### config.mk
export PLATFORM = sky130hd
export DESIGN_NAME = dmem_responder
export DESIGN_NICKNAME = d
export VERILOG_FILES = /design/src/rtl/dmem_responder.sv
export SDC_FILE = /design/constraint.sdc
export NUM_CORES = 2
export LEC_CHECK = 0
export CORE_MARGIN = 3
export CORE_UTILIZATION = 49
export DETAILED_ROUTE_END_ITERATION = 16
export SLEW_MARGIN = 30
export SYNTH_ARGS = -nofsm -noshare
export SYNTH_HDL_FRONTEND = slang
export SYNTH_SLANG_ARGS = --single-unit
### constraint.sdc
create_clock -name clk -period 7.7 [get_ports clk]
set_input_delay 0.77 -clock clk [delete_from_list [all_inputs] [get_ports clk]]
set_output_delay 0.77 -clock clk [all_outputs]
set_load 0.01 [all_outputs]
### src/rtl/dmem_responder.sv
// rtl/dmem_responder.sv - wait-state data memory responder (IDLE/WAIT/RESP), one request in flight.
// Optional byte-lane store enables: define DMEM_BYTE_STROBE_EN.
module dmem_responder #(
    parameter int DEPTH       = 64,
    parameter int WAIT_CYCLES = 2
) (
    input  logic        clk,
    input  logic        reset,
    input  logic        req_valid,
    output logic        req_ready,
    input  logic        req_we,
    input  logic [31:0] req_addr,
    input  logic [31:0] req_wdata,
`ifdef DMEM_BYTE_STROBE_EN
    input  logic [3:0]  req_be,
`endif
    output logic        rsp_valid,
    output logic [31:0] rsp_rdata,
    output logic        rsp_err
);

    localparam int AW = (DEPTH > 1) ? $clog2(DEPTH) : 1;
    localparam logic [3:0] WAIT_INIT = (WAIT_CYCLES > 0) ? 4'(WAIT_CYCLES - 1) : 4'd0;

    typedef enum logic [1:0] {IDLE, WAIT, RESP} state_t;

    state_t      state_q;
    logic [3:0]  cnt_q;
    logic        we_q;
    logic [31:0] addr_q;
    logic [31:0] wdata_q;
    logic [3:0]  be_q;
    logic        rsp_valid_q;
    logic [31:0] rsp_rdata_q;
    logic        rsp_err_q;

    logic [31:0] RAM [0:DEPTH-1];

    logic [3:0]  req_be_w;
    logic        cur_we;
    logic [31:0] cur_addr;
    logic [31:0] cur_wdata;
    logic [3:0]  cur_be;
    logic        cur_err;
    logic [AW-1:0] cur_idx;
    logic [31:0] cur_rword;
    logic [31:0] wr_word_d;
    logic        enter_resp;

`ifdef DMEM_BYTE_STROBE_EN
    assign req_be_w = req_be;
`else
    assign req_be_w = 4'hF;
`endif

    assign req_ready = (state_q == IDLE);
    assign rsp_valid = rsp_valid_q;
    assign rsp_rdata = rsp_rdata_q;
    assign rsp_err   = rsp_err_q;

    // With zero wait states RESP is entered on the acceptance edge itself, so the
    // transaction is taken straight from the request inputs instead of the latches.
    always_comb begin
        cur_we    = we_q;
        cur_addr  = addr_q;
        cur_wdata = wdata_q;
        cur_be    = be_q;
        if (state_q == IDLE) begin
            cur_we    = req_we;
            cur_addr  = req_addr;
            cur_wdata = req_wdata;
            cur_be    = req_be_w;
        end
        cur_err   = ({2'b00, cur_addr[31:2]} >= 32'(DEPTH)) || (cur_addr[1:0] != 2'b00);
        cur_idx   = cur_addr[AW+1:2];
        cur_rword = RAM[cur_idx];
        for (int i = 0; i < 4; i++) begin
            wr_word_d[8*i +: 8] = cur_be[i] ? cur_wdata[8*i +: 8] : cur_rword[8*i +: 8];
        end
        enter_resp = !reset &&
                     (((state_q == IDLE) && req_valid && (WAIT_CYCLES == 0)) ||
                      ((state_q == WAIT) && (cnt_q == 4'd0)));
    end

    // Storage has no reset so preloaded contents survive it.
    always_ff @(posedge clk) begin
        if (enter_resp && cur_we && !cur_err) begin
            RAM[cur_idx] <= wr_word_d;
        end
    end

    always_ff @(posedge clk or posedge reset) begin
        if (reset) begin
            state_q     <= IDLE;
            cnt_q       <= 4'd0;
            we_q        <= 1'b0;
            addr_q      <= 32'd0;
            wdata_q     <= 32'd0;
            be_q        <= 4'd0;
            rsp_valid_q <= 1'b0;
            rsp_rdata_q <= 32'd0;
            rsp_err_q   <= 1'b0;
        end else begin
            rsp_valid_q <= 1'b0;
            case (state_q)
                IDLE: begin
                    if (req_valid) begin
                        we_q    <= req_we;
                        addr_q  <= req_addr;
                        wdata_q <= req_wdata;
                        be_q    <= req_be_w;
                        cnt_q   <= WAIT_INIT;
                        state_q <= (WAIT_CYCLES == 0) ? RESP : WAIT;
                    end
                end
                WAIT: begin
                    if (cnt_q == 4'd0) begin
                        state_q <= RESP;
                    end else begin
                        cnt_q <= cnt_q - 4'd1;
                    end
                end
                RESP:    state_q <= IDLE;
                default: state_q <= IDLE;
            endcase
            if (enter_resp) begin
                rsp_valid_q <= 1'b1;
                rsp_err_q   <= cur_err;
                rsp_rdata_q <= (cur_we || cur_err) ? 32'd0 : cur_rword;
            end
        end
    end

endmodule

After elaboration in Yosys (flattened, before gate mapping)

Memories as Yosys holds them, arrays and structs flattened.
Index checks and enable logic that the tools add are counted.

Flip-flop bits (word level): 106
Latch bits: 0
RAM bits: 2048
ROM bits: 0
Input port bits: 68
Output and inout port bits: 35
Logic and storage cells: 49
Memories kept: 1

Add/subtract/negate cells: 1
$mul: 0
Divide/modulo/power cells: 0
Order comparisons: 1
Equality and inequality tests: 4
Shift operators: 0
Multiplexer cells: 18
Bitwise operators: 0
Reductions and logical operators: 15

Memory list:

| memory | words | bits a word | rd ports | clocked after memory_dff | wr ports | RTL line | RTL |
|---|---|---|---|---|---|---|---|
| RAM    | 64    | 32          | 1        | 0                        | 1        | 37       | `logic [31:0] RAM [0:DEPTH-1];` |

Operators by type and width:

| operator                                               | number |
|---|---|
| 2-to-1 mux 32 bit                                      | 3 |
| 2-to-1 mux 8 bit                                       | 4 |
| >= comparator 30 x 7 -> 1 bit (second input constant)  | 1 |
| 2-to-1 mux 4 bit                                       | 3 |
| case mux 4 bit (2 select lines)                        | 1 |
| logical AND 1 bit                                      | 4 |
| zero test 4 bit                                        | 1 |
| 2-to-1 mux 1 bit                                       | 4 |
| 2-to-1 mux 2 bit                                       | 2 |
| inequality test 2 bit (second input constant)          | 2 |
| case mux 2 bit (2 select lines)                        | 1 |
| AND reduction 2 bit                                    | 2 |
| nonzero test 2 bit                                     | 2 |
| subtractor 4 x 1 -> 4 bit (second input constant)      | 1 |
| AND reduction 3 bit                                    | 1 |
| equality test 2 x 1 -> 1 bit (second input constant)   | 1 |
| zero test 1 bit                                        | 2 |
| zero test 2 bit                                        | 1 |
| logical OR 1 bit                                       | 2 |
| inequality test 2 x 1 -> 1 bit (second input constant) | 1 |

Longest topological paths before layout

Word-level depth: 8
Gate-level depth with buffers: 14

Least setup slack after synthesis

Ideal clock, no wire load.

Path kind: input -> register
Start point: input port reset
End point: memory RAM[54][0] (enable)
Arrival: 6.518 ns
Setup slack: 0.721 ns
Stages: 8
Buffers on the path: 1
Cells stage by stage: inv_1 -> nand2_1 -> inv_1 -> nand4_1 -> nor2_1 -> clkbuf_1 -> nand2_1 -> nor3_1

Word-level cells in the longest chain between the ends: 6

RTL lines:

| element                                | RTL line | RTL |
|---|---|---|
| start, declared                        | 8        | `input logic reset,` |
| zero test 1 bit (no source line)       | n/a      |  |
| logical AND 1 bit                      | 80       | `enter_resp = !reset &&` |
| via enter_resp                         | 48       | `logic enter_resp;` |
| logical AND 1 bit (2 in a row)         | 87       | `if (enter_resp && cur_we && !cur_err) begin` |
| 2-to-1 mux 1 bit                       | 87       |  |
| 2-to-1 mux 1 bit (not written as such) | 88       | `RAM[cur_idx] <= wr_word_d;` |
| end, declared                          | 37       |  |

The timed path passes the listed nets, and every way through them passes these cells.

Final worst setup path

Start point: register state_q[0]
End point: memory RAM[33][25], data pin

Word-level cells in the longest chain between the ends: 4

RTL lines:

| element                | RTL line | RTL |
|---|---|---|
| start, declared        | 27       | `state_t state_q;` |
| start signal, assigned | 113      | `state_q <= (WAIT_CYCLES == 0) ? RESP : WAIT;` |
| zero test 2 bit *      | 68       | `if (state_q == IDLE) begin` |
| 2-to-1 mux 32 bit      | 68       |  |
| memory (64 x 32 bit)   | n/a      |  |
| 2-to-1 mux 8 bit *     | 78       | `wr_word_d[8*i +: 8] = cur_be[i] ? cur_wdata[8*i +: 8] : cur_rword[8*i +: 8];` |
| via wr_word_d[25]      | 47       | `logic [31:0] wr_word_d;` |

The timed path passes the listed nets; every way through them passes the cells marked *.

==> impl_results.md <==
- Root Driver: clkbuf_16
- Syn_area_per_cell: roughly 17 um2
- Fin. Hold Viols: 0
- I/O pins: around 100
- Critical path origin: state_q[0]$_DFFE_PP0P_
- Die X: 413 um
- Clock share of power: a little under a quarter
- WP buf/inv: 3
- Drt initial violations: roughly 9000
- Fraction of layout cells with a size suffix above 1: between 15 and 20%
- Synth Area in Simple Gates: around 3.4%
- Overall routing resource usage: roughly 33%
- Skew final: approximately 0.053 ns
- Comb pwr share: 39.8%
- Via count: roughly 50000
- Switch share: around 41%
- Crit start category: register
- Syn. warnings: 0
- Synth async-reset ratio: under 10%
- Rows: about 150
- Worst-path cell chain: or2_2 -> clkinv_4 -> o21ai_0 -> and2_1 -> buf_4 -> o21ai_0 -> o2111ai_1 -> nor4_1 -> a21oi_4 -> buf_4
- Core Util, Final: 57.2%
- Clock Pin Slew Worst Setup and Hold Paths: 0.06 ns
- R2r startpoint: state_q[0]$_DFFE_PP0P_
- Layout fillers: 12500
- WP data required: 8.32 ns
- Pwr Density: 456 mW/mm2
- Initial antenna violation count: 19
- Largest family of logic cells by synthesized area: compound AO/OA/AOI/OAI gates
- Worst hold path class: reg2reg
- Final setup fails: 0
- Power, Total: 42.7 mW
- Max rail drop VDD: between 0.0006 and 0.0007 V
- Slew @ Worst Pin: approximately 1.1 ns
- 1st-pass router iterations: 7
- Die area: 0.170 mm2
- EDFF count, synth: ~2000
- XOR/XNOR Fraction of Synth Area: less than 1%
- RSZ-0062 raised after global routing: no
- Leak pwr: ~30 nW
- Placed Area: slightly below 0.09 mm2
- Global route overflow: 0
- Top delay family on crit path: compound AO/OA/AOI/OAI gates
- Syn Inst Count: about 4800
- Inserted Clock Buffers: roughly 210
- Most frequent cells in the layout: edfxtp_1 (2048), a22oi_1 (357), nand2_1 (297), buf_4 (232), a221oi_1 (229)
- Post-cts gate resize count: 0
- Syn Nets: around 4800
- CTS Buffer Depth: 3
- Max cap viols: 0
- Synthesis-stage register bit count: between 2000 and 2500
- Clock period minus worst slack: around 6.0 ns
- Via/cell ratio: 6.90
- Arrival time worst endpoint: ~6.6 ns
- Critical-path top delay cell: o21ai_0
- Final wirelength: approximately 290 mm
- Internal power: roughly 25 mW
- Most common cell after layout, fill and taps aside: edfxtp_1
- Status: completed
- Number of H-tree levels: 4
- Sinks on Clock Net: about 2200
- Residual DRC: 0
- Nets: just over 5000
- Sum Neg Setup Slack: 0 ns
- Final instance area: around 0.094 mm2
- Max_slew headroom: roughly 25%
- Sequential element share of the synthesized area: about four fifths
- Pin count of the biggest net entering global routing: 80
- Multiplexer area fraction after synthesis: between 2 and 3%
- CTS tree: yes
- Antenna Nets Post-Route: 0
- Die H: 413 um
- Top_reg_cell synth: edfxtp_1
- Synth-to-Final Area Change: 15.5%
- Vias in the first global route: 47400
- Core area: roughly 0.16 mm2
- Critical path type: reg2reg
- Adder-cell area share of the yosys netlist: less than 1%
- Psw: roughly 17 mW
- Final Wtd Congestion: ~0.95
- Tcrit/Tclk final: 78.1%
- DP HPWL: roughly 170 mm
- # port buffers: ~100
- Setup Fix Bufs, Post-CTS: 0
- Slowest stage delay, CP: between 0.9 and 1 ns
- Worst-Skew Late Latency: between 0.8 and 0.9 ns
- Worst setup EP type: register
- CP max FO: 51
- CTS Hold Buffers Added: 0
- Per-cell routed wire length: ~39 um
- Reg power frac: ~37%
- Max Fclk: approximately 170 MHz
- Synth Area in Compound Gates: 12.8%
- Global-route wire length before repair: 392 mm
- Starting Density: between 40% and 50%
- Final Max Slew Viols: 0
- Min-delay src: rsp_rdata[31]$_DFFE_PP0P_
- Synth cell types: 73
- Mapped cell area: approximately 0.081 mm2
==> through the flow <==
stage | instances | setup WS [ns] | hold WS [ns]
after floorplan | 4776 | 0.721 | 0.455
after CTS | 7362 | 1.83 | 0.479
after global routing | 7371 | 1.73 | 0.518
after global placement | 6967 | 1.19 | 0.467
final | 7376 | 1.69 | 0.477
after detailed placement | 6977 | 1.21 | 0.466
==> routing by layer <==
metal  up-vias  share of wire (%)  global-route usage, %  routed length (um)
met5         -              0.073                  0.718                 209
met4        10                6.1                   17.1               17500
met3       661                 14                   11.2               40900
met2      3783                 43                   47.3              123000
met1     26200                 37                   45.8              105000
li1      20200                  -                      -                   -
==> cells in the mapped netlist, types with 4 or more instances <==
master / n / share of area (%)
a21o_1: 6 / 0.056
o21ai_2: 4 / 0.043
nand2_1: 302 / 1.4
mux2_2: 79 / 1.1
a221oi_1: 230 / 2.5
a22oi_1: 357 / 3.3
buf_2: 129 / 0.80
a2111oi_0: 9 / 0.097
o21a_1: 6 / 0.056
nor3_1: 47 / 0.29
dfrtp_1: 106 / 3.3
o221ai_1: 8 / 0.086
or2_2: 7 / 0.054
edfxtp_1: 2048 / 76
a222oi_1: 100 / 1.2
o21ai_0: 164 / 1.0
a21oi_1: 206 / 1.3
nand2b_1: 12 / 0.093
a31oi_1: 55 / 0.42
and3_1: 8 / 0.062
nor2_1: 120 / 0.56
nand3_1: 14 / 0.086
buf_1: 45 / 0.21
o22a_1: 16 / 0.17
o2111ai_1: 10 / 0.11
mux2i_1: 129 / 1.6
nor4_1: 27 / 0.21
or3_1: 27 / 0.21
or4_1: 6 / 0.056
a22o_1: 64 / 0.69
inv_1: 12 / 0.056
o22ai_1: 142 / 1.1
and2_1: 5 / 0.039
buf_4: 15 / 0.14
a211oi_1: 17 / 0.16
a2bb2oi_1: 9 / 0.097
o21ai_1: 7 / 0.043
or4b_2: 4 / 0.049
nand4_1: 9 / 0.069
clkbuf_1: 153 / 0.71
o211ai_1: 12 / 0.11
buf_6: 4 / 0.056
==> tightest hold or removal path, delay by kind of cell (launching register included) <==
kind | cells | cell delay, ns
flip-flops | 1 | 0.35
AND/OR/NAND/NOR | 2 | 0.10
==> flip-flops by register name, summed over array words and instances, names as in the netlist <==
name       cells
cnt_q          4
rsp_rdata     32
addr_q        32
we_q           1
wdata_q       32
be_q           1
RAM         2048
rsp_err        1
rsp_valid      1
state_q        2
==> area by class of cell <==
cell class              instances  area [um2]  area share [%]
well taps                    2175        2720            2.90
inverters                      13        56.3          0.0601
flip-flops and latches       2154       64200            68.5
clock inverters               112         962            1.03
repair buffers                380        3730            3.99
diodes                          6        15.0          0.0160
multi-input cells            2263       16500            17.6
clock buffers                 273        5520            5.89
==> power groups by stage <==
stage / Clock [mW] / Sequential (mW) / Combinational [mW]
5_1_grt: 10.4 / 15.9 / 17.3
3_3_place_gp: 0 / 16.1 / 16.0
4_1_cts: 9.90 / 15.8 / 16.3
3_5_place_dp: 0 / 16.1 / 16.3
2_1_floorplan: 0 / 16.3 / 7.69
6_report: 9.85 / 15.8 / 17.0
==> logic make-up (layout without fill, tap and decap cells) <==
group | count (synthesis) | count (layout)
mux | 211 | 211
simple gates | 607 | 607
xor+xnor | 1 | 1
other cells | 0 | 6
fa+ha+maj | 2 | 2
compound gates | 1442 | 1442
flops | 2154 | 2154
buf+inv | 359 | 778
==> worst paths after layout <==
path / to / slack, ns / cells after the start
max in group asynchronous: rsp_rdata[24]$_DFFE_PP0P_ / 6.08 / 5
min reg2reg: rsp_rdata[31]$_DFFE_PP0P_ / 0.48 / 2
max reg2reg: RAM[33][25]$_DFFE_PP_ / 1.69 / 10
min in group asynchronous: addr_q[1]$_DFFE_PP0P_ / 0.49 / 3
min: rsp_rdata[31]$_DFFE_PP0P_ / 0.48 / 2
max: RAM[33][25]$_DFFE_PP_ / 1.69 / 10
No activity file was read; power rests on OpenSTA's default activity.
